## src/rtl/mips_cpu_run_ctrl.sv

```systemverilog
// -----------------------------------------------------------------------------
// mips_cpu_run_ctrl
//
// Run/halt and stall controller for the MIPS core. It produces the core-wide
// clock enable (clken) and tracks the halt sequence: a jr $0 retires, its
// branch delay slot retires, and then the core stops. It freezes the core
// while a memory wait-request or a multi-cycle unit is busy. It faults if a
// stall lasts too long.
//
// Parameters:
//   HALT_INSTR   instruction word that requests halt (jr $0)
//   WAIT_TIMEOUT consecutive stalled cycles before fault (0 = never fault)
//   CNT_W        width of the performance counters
//
// Ports:
//   clk               in   system clock
//   reset             in   synchronous active-high reset (next state RUN)
//   clk_enable        in   external run gate; low freezes this block
//   instr_readdata    in   [31:0] currently fetched instruction
//   instr_waitrequest in   instruction memory not ready
//   data_read         in   core data read request
//   data_write        in   core data write request
//   data_waitrequest  in   data memory not ready
//   stall_req         in   mul/div unit busy
//   clken             out  core state-element enable (combinational)
//   active            out  core running (registered)
//   fault             out  wait-request timeout occurred (registered, sticky)
//   cycle_count       out  [CNT_W-1:0] enabled run cycles since reset
//   instr_count       out  [CNT_W-1:0] retired instructions since reset
//
// Build option: define RUN_CTRL_PERF_EN to implement cycle_count and
// instr_count. Without it both outputs are tied to zero.
// -----------------------------------------------------------------------------
module mips_cpu_run_ctrl #(
  parameter logic [31:0] HALT_INSTR   = 32'h0000_0008,
  parameter int          WAIT_TIMEOUT = 64,
  parameter int          CNT_W        = 32
) (
  input  logic             clk,
  input  logic             reset,
  input  logic             clk_enable,
  input  logic [31:0]      instr_readdata,
  input  logic             instr_waitrequest,
  input  logic             data_read,
  input  logic             data_write,
  input  logic             data_waitrequest,
  input  logic             stall_req,
  output logic             clken,
  output logic             active,
  output logic             fault,
  output logic [CNT_W-1:0] cycle_count,
  output logic [CNT_W-1:0] instr_count
);

  // A zero timeout still needs a legal (1-bit) counter.
  localparam int SC_W = (WAIT_TIMEOUT > 0) ? $clog2(WAIT_TIMEOUT + 1) : 1;
  // Counter value at which one more stalled cycle means timeout.
  localparam logic [SC_W-1:0] SC_LAST = (WAIT_TIMEOUT > 0) ? SC_W'(WAIT_TIMEOUT - 1) : '0;

  typedef enum logic [2:0] {
    S_IDLE,
    S_RUN,
    S_SLOT,
    S_HALTED,
    S_FAULT
  } state_t;

  // Power-up values hold the block idle until the first reset.
  state_t          r_state     = S_IDLE;
  logic            r_active    = 1'b0;
  logic            r_fault     = 1'b0;
  logic [SC_W-1:0] r_stall_cnt = '0;

  state_t w_state_next;
  logic   w_stall;
  logic   w_running;
  logic   w_clken;
  logic   w_timeout;

  assign w_stall   = instr_waitrequest | ((data_read | data_write) & data_waitrequest) | stall_req;
  assign w_running = (r_state == S_RUN) || (r_state == S_SLOT);
  // Critical enable path: a single AND of the gate, reset, run state and stall.
  assign w_clken   = clk_enable & ~reset & w_running & ~w_stall;
  assign w_timeout = (WAIT_TIMEOUT != 0) && clk_enable && w_running && w_stall
                     && (r_stall_cnt == SC_LAST);

  // Next-state logic. Reset is applied in the state register.
  always_comb begin
    w_state_next = r_state;
    if (clk_enable) begin
      unique case (r_state)
        S_RUN: begin
          if (w_timeout)
            w_state_next = S_FAULT;
          else if (w_clken && (instr_readdata == HALT_INSTR))
            w_state_next = S_SLOT;
        end
        S_SLOT: begin
          // Any instruction in the delay slot, including another jr $0,
          // completes the halt.
          if (w_timeout)
            w_state_next = S_FAULT;
          else if (w_clken)
            w_state_next = S_HALTED;
        end
        default: w_state_next = r_state;
      endcase
    end
  end

  always_ff @(posedge clk) begin
    if (reset) begin
      r_state  <= S_RUN;
      r_active <= 1'b1;
      r_fault  <= 1'b0;
    end else begin
      r_state  <= w_state_next;
      r_active <= (w_state_next == S_RUN) || (w_state_next == S_SLOT);
      if (w_timeout)
        r_fault <= 1'b1;
    end
  end

  // Consecutive stalled-cycle counter. It saturates rather than wrapping, so
  // a disabled timeout cannot alias back to zero.
  always_ff @(posedge clk) begin
    if (reset) begin
      r_stall_cnt <= '0;
    end else if (clk_enable) begin
      if (!w_stall)
        r_stall_cnt <= '0;
      else if (w_running && !(&r_stall_cnt))
        r_stall_cnt <= r_stall_cnt + 1'b1;
    end
  end

`ifdef RUN_CTRL_PERF_EN
  logic [CNT_W-1:0] r_cycle_cnt = '0;
  logic [CNT_W-1:0] r_instr_cnt = '0;

  always_ff @(posedge clk) begin
    if (reset) begin
      r_cycle_cnt <= '0;
      r_instr_cnt <= '0;
    end else begin
      if (clk_enable && w_running && !(&r_cycle_cnt))
        r_cycle_cnt <= r_cycle_cnt + 1'b1;
      if (w_clken && !(&r_instr_cnt))
        r_instr_cnt <= r_instr_cnt + 1'b1;
    end
  end

  assign cycle_count = r_cycle_cnt;
  assign instr_count = r_instr_cnt;
`else
  assign cycle_count = '0;
  assign instr_count = '0;
`endif

  assign clken  = w_clken;
  assign active = r_active;
  assign fault  = r_fault;

endmodule
```

## config.mk

```make
export PLATFORM = sky130hd
export DESIGN_NAME = mips_cpu_run_ctrl
export DESIGN_NICKNAME = d
export VERILOG_FILES = /design/src/rtl/mips_cpu_run_ctrl.sv
export SDC_FILE = /design/constraint.sdc
export NUM_CORES = 1
export LEC_CHECK = 0
export ABC_AREA = 1
export ABC_CLOCK_PERIOD_IN_PS = 3220
export CORE_UTILIZATION = 29
export DETAILED_ROUTE_END_ITERATION = 12
export GPL_ROUTABILITY_DRIVEN = 0
export PLACE_DENSITY = 0.71
export SLEW_MARGIN = 0
export SYNTH_ARGS = -nofsm -noshare
export SYNTH_HDL_FRONTEND = slang
export SYNTH_SLANG_ARGS = --single-unit
```

## constraint.sdc

```tcl
create_clock -name clk -period 3.22 [get_ports clk]
set_input_delay 0.483 -clock clk [delete_from_list [all_inputs] [get_ports clk]]
set_output_delay 0.483 -clock clk [all_outputs]
set_load 0.02 [all_outputs]
```

==> metrics, run 1 <==
TNS Setup 0 ns; Boundary Pins approximately 110; RR Endpoint active; clock sink count 12; # diodes 0; Hold Path Depth 2; hpwl dp slightly below 2000 um; Die H between 60 and 70 um; fmax 395 MHz; Cell Pwr Density 293 nW/um^2; Total GRT Usage around 10%; Mapped Area between 1000 and 1500 um^2; largest net degree at the start of global routing 8; Max-Cap Viols 0; worst-path fanout max 3; RSZ-0062 raised after global routing no; final layout net count between 200 and 300; crit path time final 2.53 ns; slowest stage cell, crit path clkdlybuf4s50_1; core area 4120 um^2; worst-path cell chain clkdlybuf4s50_1 > nor2_2 > inv_1 > nor2_2 > nand3_1 > inv_2 > clkdlybuf4s50_1; Hold Crit Endpoint r_stall_cnt[1]; first-pass GRT wire length roughly 3600 um; Clock Skew 0.00422 ns; number of fill cells approximately 440; Root Buffer clkbuf_8; Critical Path End Type primary output; status finished, final reports clean; required time of the critical path 2.74 ns; clk buf depth 2; Distinct cells, synth 25; Clock H-tree levels 1; via count around 1000; max incr delay on CP 0.61 ns; Post-CTS Setup Bufs 0; post-route DRC violation count 0; starting density of the core approximately 31%; vias per cell 3.62; Hold Path Class reg2reg; DRC marker count from the first detailed-route iteration 11; CP Data Arrival Time just over 2 ns; post-CTS sizing 0; number of global-route vias before repair 863; CTS buffer count 3; Antenna Violating Nets Remaining 0; GR Overflow Total 0; Detailed Route WL 2190 um; R2R setup slack ~1.7 ns; Post-CTS Hold Fix Bufs 0; area grow syn2layout 22.1%; fraction of layout cells with a size suffix above 1 8.97%; I/O Buffers 42; Hold WS 0.495 ns; critical path type in2out; Ys Warns 0; clk_lat worst skew 0.24 ns; P_leak 0.714 nW; clock slew at reported path FFs 0.05 ns; count of pins over their slew limit 0; Seq cells post-synth 12; Peak supply drop between 100 and 150 uV; CP Launch Type input pin; Syn Inst Count 190; die area 4650 um^2; Die X roughly 70 um; initial antenna violation count 0; WL/cell 7.71 um; endpoints failing setup 0; DRT Pass-1 Iters 4; worst r2r src r_stall_cnt[0]; row count 23; hold violation count in the final report 0; Seq/Total Area, Yosys 18.9%; final period utilization 78.6%; R2R depth 8; CTS tree yes; hold_sp r_stall_cnt[1]; Avg Cell Area, Syn 6.68 um^2
==> power by group <==
part | total (mW) | internal [mW] | switching (mW) | leakage, nW
sequential | 0.157 | 0.154 | 0.00365 | 0.0974
clock | 0.136 | 0.0823 | 0.0536 | 0.0216
combinational | 0.161 | 0.0586 | 0.103 | 0.595
==> per-stage QoR <==
stage	instances	setup slack (ns)	util [%]	cell area (um^2)	total power, mW
2_1_floorplan	253	1.73	-	1510	0.322
3_3_place_gp	281	0.688	36.7	1510	0.319
3_5_place_dp	281	0.671	36.7	1510	0.320
4_1_cts	284	0.671	37.7	1550	0.457
5_1_grt	284	0.593	37.7	1550	0.481
6_report	284	0.688	37.7	1550	0.454
==> layout by cell type (no fill, tap or decap) <==
cell,count
nor2_2,3
a21oi_1,6
o21bai_1,1
inv_1,15
nor3b_1,1
nand4_1,2
nor2_4,1
ha_1,1
inv_2,2
nand3_2,3
o21ai_0,1
nand2_2,3
clkinv_2,1
dfxtp_1,12
nand3_1,10
clkbuf_8,3
a211oi_2,1
nor2_1,33
o21ai_1,1
nor3_1,2
nand2_1,22
inv_4,1
clkdlybuf4s50_1,42
nand2_4,2
nor3_2,1
conb_1,64
==> cells in the mapped netlist, drive strengths merged <==
cell type / count / area, um^2
nor3b: 1 / 7.51
o21ai: 2 / 10.0
nand3: 13 / 80.1
nor2: 37 / 154
a211oi: 1 / 12.5
inv: 18 / 70.1
a21oi: 6 / 30.0
o21bai: 1 / 7.51
dfxtp: 12 / 240
conb: 1 / 3.75
buf: 64 / 480
nand4: 2 / 12.5
ha: 1 / 12.5
clkinv: 1 / 5.00
nor3: 3 / 20.0
nand2: 27 / 124
==> how the worst max path moves through the flow <==
stage / to / startpoint
6_report: clken / instr_waitrequest
4_1_cts: clken / instr_waitrequest
3_3_place_gp: clken / instr_waitrequest
2_1_floorplan: clken / instr_waitrequest
3_5_place_dp: clken / instr_waitrequest
5_1_grt: clken / instr_waitrequest
==> critical path, delay by kind of cell <==
| family | cells | cell delay [ns] |
|---|---|---|
| AND/OR/NAND/NOR | 3 | 0.39 |
| buffers and inverters | 4 | 1.17 |
==> flip-flops by register name, indices dropped and copies added, names as in the netlist <==
signal       flops
r_stall_cnt      7
active           1
r_state          3
fault            1
==> routing by layer <==
metal / part of all wire, % / wire length (um) / GRT usage (%) / vias to the layer above
met5: 0 / 0 / 0 / -
met4: 0.55 / 12 / 4.69 / 0
met3: 4.3 / 94 / 1.50 / 2
met2: 55 / 1210 / 19.1 / 49
met1: 40 / 876 / 11.3 / 429
li1: - / - / - / 548
==> layout make-up <==
cell class | instances | area, um^2 | share of cell area [%]
Timing Repair Buffer | 42 | 420 | 27.1
Inverter | 19 | 75.1 | 4.84
Clock buffer | 3 | 41.3 | 2.66
Tap cell | 50 | 62.6 | 4.04
Multi-Input combinational cell | 158 | 711 | 45.8
Sequential cell | 12 | 240 | 15.5
==> cells by family (layout without fill, tap and decap cells) <==
kind of cell | Yosys count | count (layout) | synth area share (%)
AO/OA/AOI/OAI | 10 | 10 | 4.73
adder cells (fa/ha/maj) | 1 | 1 | 0.985
buffers and inverters | 83 | 64 | 43.7
flip-flops | 12 | 12 | 18.9
other | 1 | 64 | 0.295
AND/OR/NAND/NOR | 83 | 83 | 31.3
Power figures use the tool's default switching activity.
==> inputs of run 2 (changes only) <==
- ABC_CLOCK_PERIOD_IN_PS: 3220 -> 2390
- clock period: 3.22 -> 2.39 ns (I/O delays scaled with it)
==> metrics, run 2 (same netlist as run 1, synthesis figures left out) <==
die area 4650 um^2 (unchanged); endpoints failing setup 0 (unchanged); RSZ-0062 raised after global routing no (unchanged); CTS tree yes (unchanged); worst-path fanout max 3 (unchanged); # diodes 0 (unchanged); biggest regs r_stall_cnt (7), r_state (3) (unchanged); Die X 68.2 um (unchanged); Placement Cell Area 1520 um^2 (was 1510 um^2); Post-CTS Hold Fix Bufs 0 (unchanged); final instance area 1560 um^2 (was 1550 um^2); number of fill cells 439 (was 441); Die H 68.2 um (unchanged); vias per cell 3.68 (was 3.62); post-route DRC violation count 0 (unchanged); post-CTS sizing 0 (unchanged); most frequent cells in the layout conb_1, clkdlybuf4s50_1, nor2_1 (unchanged); Cell Pwr Density 395 nW/um^2 (was 293 nW/um^2); hold violation count in the final report 0 (unchanged); fmax 526 MHz; P_leak 0.737 nW (was 0.714 nW); crit path time final 1.90 ns; initial antenna violation count 0 (unchanged); CTS buffer count 3 (unchanged); count of pins over their slew limit 0 (unchanged); critical path type in2out (unchanged); CP Launch Type input pin (unchanged); TNS Setup 0 ns (unchanged); clk_lat worst skew 0.24 ns (about the same); final core utilization 37.9% (was 37.7%); Root Buffer clkbuf_8 (unchanged); starting density of the core 30.9% (unchanged); Hold Path Class reg2reg (unchanged); clock slew at reported path FFs 0.05 ns (about the same); DRT Pass-1 Iters 4 (unchanged); I/O Buffers 42 (unchanged); area of the multi-input gates 711 um^2 (unchanged); hpwl dp 1930 um (was 1940 um); Clock Skew 0.00302 ns (was 0.00422 ns); CP Data Arrival Time 1.54 ns (was 2.05 ns); Worst setup startpoint instr_waitrequest (unchanged); first-pass GRT wire length 3600 um (was 3620 um); status finished, final reports clean (unchanged); final layout net count 278 (was 277); Post-Layout Cell Count 285 (was 284); WL/cell 7.52 um (was 7.71 um); worst r2r src r_stall_cnt[0] (unchanged); area grow syn2layout 22.9% (was 22.1%); Top reg by flops r_stall_cnt (unchanged); largest net degree at the start of global routing 7 (was 8); Detailed Route WL 2140 um (was 2190 um); DRC marker count from the first detailed-route iteration 14 (was 11); Max-Cap Viols 0 (unchanged); number of flip-flops in the largest register 7 (unchanged); GR Overflow Total 0 (unchanged); required time of the critical path 2.03 ns (was 2.74 ns); Total GRT Usage 10.6% (was 10.3%); clock sink count 12 (unchanged); Boundary Pins 107 (unchanged); clk buf depth 2 (unchanged); most common cell after layout, fill and taps aside conb_1 (unchanged); FF+latch area 240 um^2 (unchanged); via count 1049 (was 1028); number of global-route vias before repair 841 (was 863); row count 23 (unchanged); core area 4120 um^2 (unchanged); Peak supply drop 135 uV (was 126 uV); placed insts 282 (was 281); fraction of layout cells with a size suffix above 1 9.36% (was 8.97%); Post-CTS Setup Bufs 0 (unchanged); hold_sp fault (was r_stall_cnt[1]); final period utilization 79.5%; Antenna Violating Nets Remaining 0 (unchanged); Critical Path End Type primary output (unchanged); Clock H-tree levels 1 (unchanged)
run 2: cell types whose count changed in the layout (fill, tap and decap cells not counted):
cell / previous run / this run
buf_4: 0 / 1
clkdlybuf4s50_1: 42 / 41
dlymetal6s2s_1: 0 / 1
run 2: layout make-up:
type	count	area share, %
inverters	19	4.81
multi-input cells	158	45.5
well taps	50	4.01
repair buffers	43	27.6
flip-flops and latches	12	15.4
clock buffers	3	2.65
run 2: final timing paths:
path	end	slack, ns	depth (start not counted)
setup / recovery	clken	0.49	7
hold / removal	fault	0.47	2
setup reg to reg	active	0.82	8
hold reg to reg	fault	0.47	2
run 2: where the power goes:
part	switching (mW)	leakage, nW	internal (mW)
combinational	0.137	0.618	0.0799
sequential	0.00492	0.0974	0.207
clock	0.0760	0.0216	0.111
total	0.218	0.737	0.398
run 2: metal layers:
metal,part of all wire [%],GRT usage [%]
met5,0,0
met4,1.8,7.03
met3,6.1,1.50
met2,53,18.5
met1,39,11.7
run 2: worst max-delay path, stage by stage:
cell and delay, ns:
clkdlybuf4s50_1 0.41, nor2_2 0.14, inv_1 0.06, nor2_2 0.13, nand3_1 0.12, inv_2 0.08
dlymetal6s2s_1 0.23
run 2: per-stage QoR:
| stage | power [mW] | hold WS, ns | setup slack (ns) |
|---|---|---|---|
| finish | 0.616 | 0.470 | 0.490 |
| global route | 0.651 | 0.520 | 0.366 |
| CTS | 0.621 | 0.478 | 0.0943 |
| detailed placement | 0.433 | 0.465 | 0.0961 |
| global placement | 0.431 | 0.458 | 0.108 |
| floorplan | 0.434 | 0.428 | 0.987 |
==> inputs of run 3 (changes only) <==
- ABC_CLOCK_PERIOD_IN_PS: 2390 -> 1700
- PLACE_DENSITY: 0.71 -> 0.74
- clock period: 2.39 -> 1.7 ns (I/O delays scaled with it)
==> metrics, run 3 (same netlist as run 1, synthesis figures left out) <==
status finished, final reports clean (unchanged); Clock Skew 0.00128 ns (was 0.00302 ns); Die H 68.2 um (unchanged); biggest regs r_stall_cnt (7), r_state (3) (unchanged); CP Data Arrival Time 1.36 ns (was 1.54 ns); total power 931 uW (was 616 uW); endpoints failing setup 0 (unchanged); Internal Power 616 uW (was 398 uW); CTS buffer count 3 (unchanged); worst r2r src r_stall_cnt[0] (unchanged); RR Endpoint active (unchanged); most common cell after layout, fill and taps aside conb_1 (unchanged); I/O Buffers 42 (unchanged); clock slew at reported path FFs 0.06 ns (was 0.05 ns); count of pins over their slew limit 0 (unchanged); Hold Path Class reg2reg (unchanged); final core utilization 39.4% (was 37.9%); Die X 68.2 um (unchanged); DRT Pass-1 Iters 4 (unchanged); Hold Crit Endpoint fault (unchanged); Seq pwr share 32.0% (was 34.4%); starting density of the core 30.9% (unchanged); number of fill cells 429 (was 439); clk buf depth 2 (unchanged); row count 23 (unchanged); final period utilization 94.9%; CP Launch Type input pin (unchanged); P_sw 315 uW (was 218 uW); largest net degree at the start of global routing 8 (was 7); Post-Layout Cell Count 291 (was 285); slowest stage cell, crit path clkdlybuf4s50_1 (unchanged); Post-CTS Setup Bufs 0 (unchanged); WL/cell 7.74 um (was 7.52 um); GR Overflow Total 0 (unchanged); max incr delay on CP 0.41 ns (about the same); Hold Path Depth 2 (unchanged); Antenna Violating Nets Remaining 0 (unchanged); area of the multi-input gates 727 um^2 (was 711 um^2); Buf/Inv on CP 4 (unchanged); core area 4120 um^2 (unchanged); Critical Path End Type primary output (unchanged); placed insts 287 (was 282); clk_lat worst skew 0.24 ns (about the same); required time of the critical path 1.44 ns (was 2.03 ns); Detailed Route WL 2250 um (was 2140 um); critical path type in2out (unchanged); P_leak 0.754 nW (was 0.737 nW); post-route DRC violation count 0 (unchanged); Boundary Pins 107 (unchanged); Top reg by flops r_stall_cnt (unchanged); # diodes 0 (unchanged); fmax 620 MHz; TNS Setup 0 ns (unchanged); Clock H-tree levels 1 (unchanged); area grow syn2layout 27.6% (was 22.9%); worst-path cell chain clkdlybuf4s50_1 > nor2_2 > inv_1 > nor2_4 > nand3_1 > inv_2 > buf_2 (was clkdlybuf4s50_1 > nor2_2 > inv_1 > nor2_2 > nand3_1 > inv_2 > dlymetal6s2s_1); worst-path fanout max 3 (unchanged); hold violation count in the final report 0 (unchanged); number of flip-flops in the largest register 7 (unchanged); final layout net count 283 (was 278); most frequent cells in the layout conb_1, clkdlybuf4s50_1, nor2_1 (unchanged); sw frac 33.9% (was 35.4%); crit path time final 1.61 ns; hold_sp fault (unchanged); Clock power frac 33.8% (was 30.4%); largest delay contributor family on the critical path buffers and inverters (unchanged); CTS tree yes (unchanged); DRC marker count from the first detailed-route iteration 17 (was 14); Peak supply drop 210 uV (was 135 uV); Gate power share 34.2% (was 35.3%); first-pass GRT wire length 3750 um (was 3600 um); R2R depth 8 (unchanged); die area 4650 um^2 (unchanged); hpwl dp 1980 um (was 1930 um); number of global-route vias before repair 952 (was 841); FF+latch area 240 um^2 (unchanged); initial antenna violation count 0 (unchanged); Total GRT Usage 10.6% (unchanged); fraction of layout cells with a size suffix above 1 12.0% (was 9.36%); via count 1070 (was 1049); Cell Pwr Density 574 nW/um^2 (was 395 nW/um^2); Max-Cap Viols 0 (unchanged); vias per cell 3.68 (about the same); Root Buffer clkbuf_8 (unchanged); clock sink count 12 (unchanged); R2R setup slack 0.13 ns (was 0.82 ns)
## run 3: cell types whose count changed in the layout (fill, tap and decap cells not counted), sizes merged
cell / change
buf: +6
dlymetal6s2s: -1
clkbuf: +1
## run 3: area by class of cell
class | instances | area share, %
Timing Repair Buffer | 48 | 28.4
Multi-Input combinational cell | 158 | 44.9
Inverter | 19 | 4.63
Clock buffer | 4 | 3.40
Sequential cell | 12 | 14.8
Tap cell | 50 | 3.86
## run 3: metrics by stage
step           area [um^2]  setup slack (ns)  hold slack, ns
5_1_grt               1620        -0.0000503           0.530
3_3_place_gp          1550            -0.345           0.456
3_5_place_dp          1550            -0.355           0.469
6_report              1620            0.0863           0.477
4_1_cts               1600            0.0830           0.483
2_1_floorplan         1510             0.297           0.324
## run 3: how the worst max path moves through the flow
stage | from | end | slack [ns] | cells past startpoint
global route | instr_waitrequest | clken | -0.00005 | 7
floorplan | r_stall_cnt[0] | r_stall_cnt[5] | 0.30 | 12
detailed placement | instr_waitrequest | clken | -0.35 | 7
CTS | r_stall_cnt[0] | active | 0.08 | 8
finish | instr_waitrequest | clken | 0.09 | 7
global placement | instr_waitrequest | clken | -0.34 | 7
## run 3: layer usage
layer,vias up,wire length (um),global-route usage [%],share of wire [%]
met5,-,0,0,0
met3,0,81,1.17,3.6
met4,0,0,5.73,0
li1,559,-,-,-
met1,466,871,11.1,39
met2,45,1300,20.1,58
## run 3: power by group through the flow
stage	logic, mW	registers, mW	clock network [mW]
floorplan	0.305	0.305	0
global placement	0.311	0.303	0
detailed placement	0.314	0.304	0
CTS	0.314	0.298	0.320
global route	0.350	0.299	0.331
finish	0.318	0.298	0.315
## run 3: what timing repair did
action | 4_1_cts | 5_1_grt
endpoints found under the setup margin | 1 | 2
hold endpoints to repair | 0 | 0
gates resized for setup | 4 | 3
hold buffers | 0 | 0
## run 3: worst register-to-register path, cell delays in order, from the launching register on
cell	delay [ns]
dfxtp_1	0.36
ha_1	0.22
nand3_1	0.13
nor2_4	0.14
nand2_1	0.10
nor3_4	0.24
nor2_1	0.10
nand4_1	0.10
nand3_1	0.06
==> RTL edit 1: new RTL, flow settings as in run 2 <==
The 5 states of `state_t` get a one-hot encoding in 5 bits.
--- a/src/rtl/mips_cpu_run_ctrl.sv
+++ b/src/rtl/mips_cpu_run_ctrl.sv
@@ -57,12 +57,12 @@
   // Counter value at which one more stalled cycle means timeout.
   localparam logic [SC_W-1:0] SC_LAST = (WAIT_TIMEOUT > 0) ? SC_W'(WAIT_TIMEOUT - 1) : '0;
 
-  typedef enum logic [2:0] {
-    S_IDLE,
-    S_RUN,
-    S_SLOT,
-    S_HALTED,
-    S_FAULT
+  typedef enum logic [4:0] {
+    S_IDLE   = 5'b00001,
+    S_RUN    = 5'b00010,
+    S_SLOT   = 5'b00100,
+    S_HALTED = 5'b01000,
+    S_FAULT  = 5'b10000
   } state_t;
 
   // Power-up values hold the block idle until the first reset.
Behaviour: no difference found for any inputs over 10 cycles, from zero or initial values and one cycle with reset high; not proved beyond that.
==> RTL edit 1 against run 2 <==
  * Largest cell class unchanged
  * Clock skew about the same
  * Final cell count increased by 1.4%
  * Wire length rose by 14%
  * Area after synthesis up 5.1%
  * Total power grew 8.3%
  * Global-route usage fell by 0.55 points
  * Highest routed layer unchanged
  * Setup slack lost 350 ps
  * Synthesized cell count stayed put
  * Register-to-register slack improved by 20 ps
  * Sequential cell count grew 2
  * Via count grew 2.0%
  * Combinational power fell by 11%
  * Cell area grew 5.9%
==> RTL edit 1: results (changes against run 2) <==
Status
  – Status: completed

Global route
  – Global-route track usage on met2: 0.187 (+0.00192)
  – GRT met3 Usage: 0.0130 (-0.00201)
  – GR met1 Demand/Resource: 0.111 (-0.00603)

Setup path
  – Critical R2R Capture: r_state[2]
  – Worst Setup SP: data_write
  – R2r setup slk: 840 ps (+20 ps)
  – Critical path arrival: 1890 ps (+350 ps)

Logic synthesis
  – Syn avg cell area: 7.03 um^2 (+5.1%)
  – Sequential area share after synthesis: 0.210 (+0.0208)
  – Count of cell types in the netlist: 27 (+8.0%)
  – Adder-cell share of the synthesized area: 0.00937 (-0.000480)

Pwr
  – Sw frac: 0.322 (-0.0322)
  – Reg power frac: 0.359 (+0.015)
  – Power Total: 0.000668 W (+8.3%)
  – LEAKAGE: 0.773 nW (+5.0%)

Placed design
  – Final HPWL DP: 2.10 mm (+9.1%)
  – Post-place setup slack: 123 ps (+26.8 ps)

Drt
  – Met1 Wirelength: 975 um (+15%)
  – DR WL/cell: 8.46 um (+12%)
  – Met3 wire length: 148 um (+14%)

Cells and area
  – FILL cells: 464 (+5.7%)
  – Share of layout cells above drive strength 1: 0.127 (+0.0330)

STA
  – F_max: 445 MHz (-15%)

Worst hold path
  – Critical hold path startpoint: r_state[0]
## RTL edit 1: cell types whose count changed in the layout (fill, tap and decap cells not counted), sizes merged, moves of 2 or more
cell / before / now
nand4: 2 / 4
dfxtp: 12 / 14
buf: 1 / 3
nand3: 13 / 11
a21oi: 6 / 8
nand3b: 0 / 2
inv: 18 / 12
xor2: 0 / 2
nand2: 27 / 29
nor2: 37 / 33
## RTL edit 1: area by class of cell
type,count,area (um^2),share of cell area
inverter,13,48.8,0.0295
sequential,14,280,0.170
timing repair buffer,45,443,0.268
tap,52,65.1,0.0394
clock buffer,4,55.1,0.0333
multi-input combinational,161,759,0.460
## RTL edit 1: worst register-to-register path, cell delays in order, from the launching register on
cell and delay (ps):
dfxtp_1 400, ha_1 240, nand2_1 140, nor2_4 150, inv_1 40, nor2_1 110
nand3_2 130, nand2_1 100, nand2_1 60, nand2_1 50, nor2_1 30
==> RTL edit 2: new RTL, config.mk and constraints of run 2 <==
Made on the original files. Build with the macro `RUN_CTRL_PERF_EN` defined.
--- a/src/rtl/mips_cpu_run_ctrl.sv
+++ b/src/rtl/mips_cpu_run_ctrl.sv
@@ -31,6 +31,8 @@
 // Build option: define RUN_CTRL_PERF_EN to implement cycle_count and
 // instr_count. Without it both outputs are tied to zero.
 // -----------------------------------------------------------------------------
+`define RUN_CTRL_PERF_EN
+
 module mips_cpu_run_ctrl #(
   parameter logic [31:0] HALT_INSTR   = 32'h0000_0008,
   parameter int          WAIT_TIMEOUT = 64,
Formal check against the unedited RTL: not equivalent (a bounded check fails within 4 cycles, from zero or initial values and one cycle with reset high).
==> RTL edit 2 against run 2 <==
  * Fmax decreased by 14%
  * Critical path depth down 1
  * Count of clock-buffer cells in the layout increased by 12
  * Setup slack got worse by 300 ps
  * Area after synthesis grew to 3.7 times the old value
  * First-iteration DRC count increased to 21 times the old value
  * Total power increased to 4.6 times the old value
  * Cell area rose to 4.1 times the old value
  * Via count rose to 4.8 times the old value
  * Wire length rose to 6.2 times the old value
  * Sequential cell count up 64
  * Sequential power increased to 6.0 times the old value
  * Clock power grew to 7.4 times the old value
  * Largest cell class unchanged
  * Highest routed layer unchanged
==> RTL edit 2: results (changes against run 2) <==
Cells and area
  – Multi-input gates: 606 (+280%)
  – # clk buffers: 15 (+12)
  – Fraction of area in multi-input gates: 0.449 (-0.00634)
  – Buffers excl. clock: 117 (+170%)
  – Final cell count without fillers: 1095 (+280%)
  – Inverters: 64 (+45)
  – FILL cells: 1704 (+290%)
  – Clock-cell share of area: 0.0471 (+0.0206)
  – Share of layout cells above drive strength 1: 0.0626 (-0.0310)
  – Final Util: 0.398 (+0.0189)
  – Non-Clock Buffer Area Fraction: 0.182 (-0.0938)
  – Sequential share of cell area: 0.241 (+0.0866)
  – Nets: 917 (+230%)

Logic synthesis
  – Commonest cells post-synth: nand2_1 (269), nor2_1 (130), dfxtp_1 (76)
  – Cells after Synth: 765 (+300%)
  – Count of cell types in the netlist: 35 (+40%)
  – Sequential area share after synthesis: 0.321 (+0.132)
  – Yosys reg bits: 76 (+64)
  – Synth top area cells: dfxtp_1 (32%), nand2_1 (21%), nor2_1 (10%)

Clock tree
  – Clk_lat worst skew: 340 ps (+100 ps)
  – Clock-pin slew on the worst setup and hold paths: 60 ps
  – Clk root buf: clkbuf_16
  – H-tree depth: 3 (+2)
  – Total CTS buffers: 9 (+6)

Global route
  – Total GRT Usage: 0.164 (+0.0583)
  – GR met1 Demand/Resource: 0.203 (+0.0861)
  – Vias in the first global route: 4706 (+460%)
  – GRT met3 Usage: 0.0328 (+0.0178)
  – Global-route track usage on met2: 0.281 (+0.0959)
  – Pin count of the biggest net entering global routing: 57 (+50)
  – First-pass GRT wire length: 22.1 mm (+510%)

Pwr
  – Pwr dens: 449 nW/um^2 (+14%)
  – LEAKAGE: 2.18 nW (+200%)
  – Comb. pwr: 0.000175 W (-19%)
  – Comb pwr share: 0.061 (-0.292)
  – Clock group: 0.00138 W (+640%)
  – Switching Power: 0.000610 W (+180%)
  – Worst IR Drop VDD: 391 uV (+190%)

Placed design
  – Port bufs: 106 (+150%)
  – Post-place setup slack: 115 ps (+18.8 ps)
  – Placed cell area: 6030 um^2 (+300%)
  – Placed insts: 1079 (+280%)
  – Final HPWL DP: 10.1 mm (+420%)

Setup path
  – Worst Path Max Fanout: 5 (+2)
  – Worst R2R Path Depth: 11 (+3)
  – R2r setup slk: 370 ps (-450 ps)
  – Worst r2r src: instr_count[1]
  – Critical path arrival: 1840 ps (+300 ps)
  – Critical R2R Capture: instr_count[4]

Worst hold path
  – Worst Hold End: r_state[2]
  – Critical hold path startpoint: r_state[2]

Drt
  – Vias/cell: 4.64 (+26%)
  – DR WL/cell: 12.1 um (+61%)
  – Initial DRC Count: 294 (+280)
  – TritonRoute pass-1 iters: 5 (+1)

STA
  – Final Worst Setup Slack: 193 ps (-298 ps)
  – Clk_skew: 5.37 ps (+2.35 ps)
  – Worst hold margin: 484 ps (+14.0 ps)

Status
  – Status: completed
RTL edit 2: changes by cell type after synthesis, moves of 23 or more:
cell / before / now
xor2_1: 0 / 23
nor2_1: 33 / 130
a21oi_1: 6 / 57
nand2_1: 22 / 269
inv_1: 15 / 59
dfxtp_1: 12 / 76
buf_4: 64 / 3
RTL edit 2: worst max-delay path, stage by stage, from the launching register on:
cell and delay (ps):
dfxtp_1 310, inv_1 70, nand3_1 90, nand2_1 100, nand2_1 120, nor3_1 160, clkdlybuf4s50_1 640
RTL edit 2: cell families (layout without fill, tap and decap cells):
logic type,Yosys count,in the layout,share of synthesized area
XOR/XNOR,28,28,0.0518
adder cells (fa/ha/maj),3,3,0.00793
AND/OR/NAND/NOR,493,493,0.450
buffers and inverters,83,197,0.0790
AO/OA/AOI/OAI,82,82,0.0901
flip-flops,76,76,0.321
RTL edit 2: routing by layer:
metal,up-vias,share of wire
li1,2641,-
met1,2304,0.46
met2,116,0.47
met3,23,0.049
met4,0,0.018
met5,-,0
